File: src/rtl/bcd_prescaler.sv
// rtl/bcd_prescaler.sv - cascaded BCD clock prescaler with tap select and one-shot mode
module bcd_prescaler #(
  parameter int NUM_STAGES = 3,
  parameter int TOP_MOD    = 10,
  parameter int TAP_W      = 3
) (
  input  logic                    clk,
  input  logic                    reset,
  input  logic                    run,
  input  logic                    clear,
  input  logic                    oneshot,
  input  logic                    start,
  input  logic [TAP_W-1:0]        tap_sel,
  output logic [4*NUM_STAGES-1:0] digits,
  output logic [NUM_STAGES-1:0]   c_enable,
  output logic [NUM_STAGES-1:0]   stage_tc,
  output logic                    tick,
  output logic                    tap_tick,
  output logic                    busy,
  output logic                    done
);

  logic [3:0]            r_digit [NUM_STAGES];
  logic                  r_busy;
  logic                  r_done;
  logic                  w_busy_nxt;
  logic                  w_done_nxt;
  logic                  w_active;
  logic                  w_load;
  logic [NUM_STAGES-1:0] w_at_max;

  assign w_load   = oneshot & ~r_busy & start;
  assign w_active = run & (~oneshot | r_busy);

  genvar gi;
  generate
    for (gi = 0; gi < NUM_STAGES; gi++) begin : g_stage
      localparam logic [3:0] MAXV = 4'((gi == NUM_STAGES-1) ? TOP_MOD-1 : 9);

      assign w_at_max[gi]     = (r_digit[gi] == MAXV);
      assign stage_tc[gi]     = c_enable[gi] & w_at_max[gi];
      assign digits[4*gi +: 4] = r_digit[gi];

      always_ff @(posedge clk) begin
        if (reset || clear || w_load) begin
          r_digit[gi] <= 4'd0;
        end else if (c_enable[gi]) begin
          r_digit[gi] <= w_at_max[gi] ? 4'd0 : r_digit[gi] + 4'd1;
        end
      end
    end
  endgenerate

  // Each enable is the AND of all lower stages at max, built flat to avoid a comb chain.
  always_comb begin
    c_enable = '0;
    for (int i = 0; i < NUM_STAGES; i++) begin
      c_enable[i] = w_active;
      for (int j = 0; j < i; j++) begin
        c_enable[i] = c_enable[i] & w_at_max[j];
      end
    end
  end

  assign tick = stage_tc[NUM_STAGES-1];

  always_comb begin
    tap_tick = 1'b0;
    for (int i = 0; i < NUM_STAGES; i++) begin
      if (tap_sel == TAP_W'(i)) tap_tick = stage_tc[i];
    end
  end

  always_ff @(posedge clk) begin
    if (reset) begin
      r_busy <= 1'b0;
      r_done <= 1'b0;
    end else begin
      r_busy <= w_busy_nxt;
      r_done <= w_done_nxt;
    end
  end

  always_comb begin
    w_busy_nxt = r_busy;
    w_done_nxt = 1'b0;
    if (clear) begin
      w_busy_nxt = 1'b0;
    end else if (w_load) begin
      w_busy_nxt = 1'b1;
    end else if (!oneshot) begin
      w_busy_nxt = 1'b0;
    end else if (r_busy && tick) begin
      w_busy_nxt = 1'b0;
      w_done_nxt = 1'b1;
    end
  end

  always_comb begin
    busy = r_busy;
    done = r_done;
  end

endmodule

File: config.mk
export PLATFORM = sky130hd
export DESIGN_NAME = bcd_prescaler
export DESIGN_NICKNAME = d
export VERILOG_FILES = /design/src/rtl/bcd_prescaler.sv
export SDC_FILE = /design/constraint.sdc
export NUM_CORES = 1
export LEC_CHECK = 0
export CAP_MARGIN = 25
export CORE_UTILIZATION = 46
export CTS_CLUSTER_SIZE = 25
export DETAILED_ROUTE_END_ITERATION = 8
export PLACE_DENSITY_LB_ADDON = 0.05
export SYNTH_ARGS = -nofsm -noshare
export SYNTH_HDL_FRONTEND = slang
export SYNTH_SLANG_ARGS = --single-unit
File: constraint.sdc
create_clock -name clk -period 3.85 [get_ports clk]
set_input_delay 0.77 -clock clk [delete_from_list [all_inputs] [get_ports clk]]
set_output_delay 0.77 -clock clk [all_outputs]
set_load 0.03 [all_outputs]
==> results.py <==
metrics = {
    "cts": {
        "cts_resized": 0,
        "cts.reportedPaths.clkPinSlew_ns": 0.09,
        "cts_max_level": 1,
        "clock_sinks": 14,
        "post_cts.repair.setup_buffers": 0,
        "root_buffer": "clkbuf_4",
        "clock_latency_ns": 0.28,
        "numCtsBuffers": 3,
        "cts_hold_buf": 0,
        "ctsLongestPathBuffers": 2,
        "cts_tree": "done",
    },
    "final_layout": {
        "nets": 126,
        "multi_input_area_um2": 389,
        "postLayoutCellArea_um2": 1170,
        "fillCellCount": 160,
        "syn_to_final_growth_pct": 37.9,
        "seq_area_um2": 400,
        "fin_util": 0.680,
        "drive_gt1_frac": 0.0818,
        "n_antenna_cell": 0,
    },
    "floorplan": {
        "die-area_um2": 2030,
        "die_h_um": 45.0,
        "start_util": 0.493,
        "design.core.area_um2": 1730,
        "die_w_um": 45.0,
        "row_count": 15,
        "ioPinCount": 31,
    },
    "synthesis": {
        "synth-async-reset-ratio": 0,
        "synthFlopType": "edfxtp_1",
        "synth.distinct_cells": 28,
        "synthCells": 81,
        "netlist_area_um2": 851,
        "ys_warn_count": 0,
        "yosys-top-cells-count": "edfxtp_1, nor2_1, inv_1, ha_1",
        "synth_nets": 96,
        "synth_edf_count": 12,
        "yosysTopAreaCell": "edfxtp_1",
        "syn_area_per_cell_um2": 10.5,
        "yosysTopAreaCellShare": 0.424,
        "synthTopCellsByArea": "edfxtp_1, ha_1, nor2_1",
        "synth_seq_area_share": 0.471,
        "synth-seq-cells": 14,
    },
    "place": {
        "io_buffers": 30,
        "place_congestion": 0.781,
        "dpl.hpwl_mm": 1.28,
        "placed_cell_area_um2": 1150,
    },
    "route": {
        "wl_per_cell_um": 12.0,
        "post_drt_via_cell_ratio": 4.88,
        "route.detailed.drc": 0,
        "wl_mm": 1.62,
        "dr_total_vias": 659,
        "dr.pass1.iters": 4,
        "drt-initial-drc-count": 6,
        "ant_nets": 0,
    },
    "timing": {
        "period_minus_slack_ns": 3.51,
        "tns_ns": 0,
        "rsz0062_at_grt": "false",
        "slew_headroom": 0.791,
        "drv_slew": 0,
        "hold_violations": 0,
        "skew_ns": 0.00751,
        "clock.fmax_mhz": 285,
        "setup_violations": 0,
        "tightest_slew_ns": 0.312,
        "fin_crit_sh": 0.911,
        "finalHoldWorstSlack_ns": 0.525,
    },
    "min_path": {
        "min_path_type": "reg -> reg",
    },
    "pwr": {
        "clock_power_share": 0.266,
        "vdd_drop_max_mv": 0.192,
        "p_int_mw": 0.235,
        "swShare": 0.269,
        "combPwrFrac": 0.177,
        "seqPwrFrac": 0.556,
        "power.switching_mw": 0.0865,
        "leakage_nw": 0.461,
        "power.density_nw_per_um2": 274,
    },
    "global_route": {
        "grt-ovfl-total": 0,
        "grt_pass1_wl_mm": 2.70,
        "grt_max_degree": 9,
        "track_usage": 0.184,
        "first_global_vias": 610,
        "antenna_found_initial": 0,
    },
    "setup_path": {
        "rrSetupSlack_ns": 1.95,
        "critPathKind": "in -> out",
        "start_kind": "primary input",
        "worst-path-max-fanout": 6,
        "worstPathRequired_ns": 3.08,
        "worstPathArrival_ns": 2.74,
        "cp-end-kind": "output port",
    },
    "outcome": {
        "status": "finished clean",
    },
    "run": {
        "drv_cap": 0,
    },
}
==> worst max-delay path: stages <==
cell	delay, ns
clkdlybuf4s50_1	0.55
inv_1	0.06
or3b_1	0.50
a211oi_2	0.18
clkdlybuf4s50_1	0.69
==> kinds of logic after synthesis <==
group	count (synthesis)	share of synthesized area
adder cells (fa/ha/maj)	6	0.0882
flip-flops	14	0.471
AND/OR/NAND/NOR	38	0.256
AO/OA/AOI/OAI	5	0.0515
XOR/XNOR	6	0.0618
buffers and inverters	12	0.0721
==> registers in the layout (all words and copies together) (netlist names) <==
| name | flops |
|---|---|
| busy | 1 |
| done | 1 |
| r_digit | 12 |
==> power groups by stage <==
stage	sequential [mW]	combinational, mW	clock (mW)
floorplan	0.194	0.0188	0
global placement	0.182	0.0572	0
detailed placement	0.183	0.0573	0
CTS	0.179	0.0576	0.0887
global route	0.181	0.0616	0.0930
finish	0.179	0.0571	0.0857
==> cells in the final DEF (no fill, tap or decap), types with 2 or more instances in the layout <==
cell,netlist,final
clkdlybuf4s50_1,0,30
clkbuf_4,0,3
xor2_1,3,3
edfxtp_1,12,12
xnor2_1,3,3
nand4_1,2,2
ha_1,6,6
inv_1,7,7
dfxtp_1,2,2
nor2_1,12,12
nor3_1,5,5
nand3_1,4,4
nand2_1,5,5
==> metal layers <==
metal | global-route usage | up-vias | wire length (um)
li1 | - | 339 | -
met1 | 0.242 | 297 | 704
met2 | 0.299 | 21 | 810
met3 | 0.0480 | 2 | 97
met4 | 0.0545 | 0 | 5
met5 | 0 | - | 0
==> path summary, 6_finish.rpt <==
kind                                     from                     endpoint  cells after the start
setup / recovery                          run                     tap_tick                      5
hold / removal              busy$_SDFFE_PP0P_              done$_SDFF_PP0_                      2
setup reg to reg  r_digit[0][1]$_SDFFCE_PP0P_  r_digit[2][2]$_SDFFCE_PP0P_                      5
hold reg to reg             busy$_SDFFE_PP0P_              done$_SDFF_PP0_                      2
==> through the flow <==
stage / power [mW] / cells / worst slack (ns)
after global placement: 0.239 / 131 / 0.377
after CTS: 0.326 / 135 / 0.335
after floorplan: 0.213 / 81 / 0.945
after global routing: 0.335 / 135 / 0.228
after detailed placement: 0.240 / 131 / 0.342
final: 0.322 / 135 / 0.343
==> area by class of cell <==
type	instances	share of cell area
clock buffers	3	0.0192
clock inverters	1	0.00320
inverters	7	0.0224
multi-input cells	55	0.332
flip-flops and latches	14	0.341
well taps	25	0.0267
repair buffers	30	0.256
(Power assumes the default switching activity.)
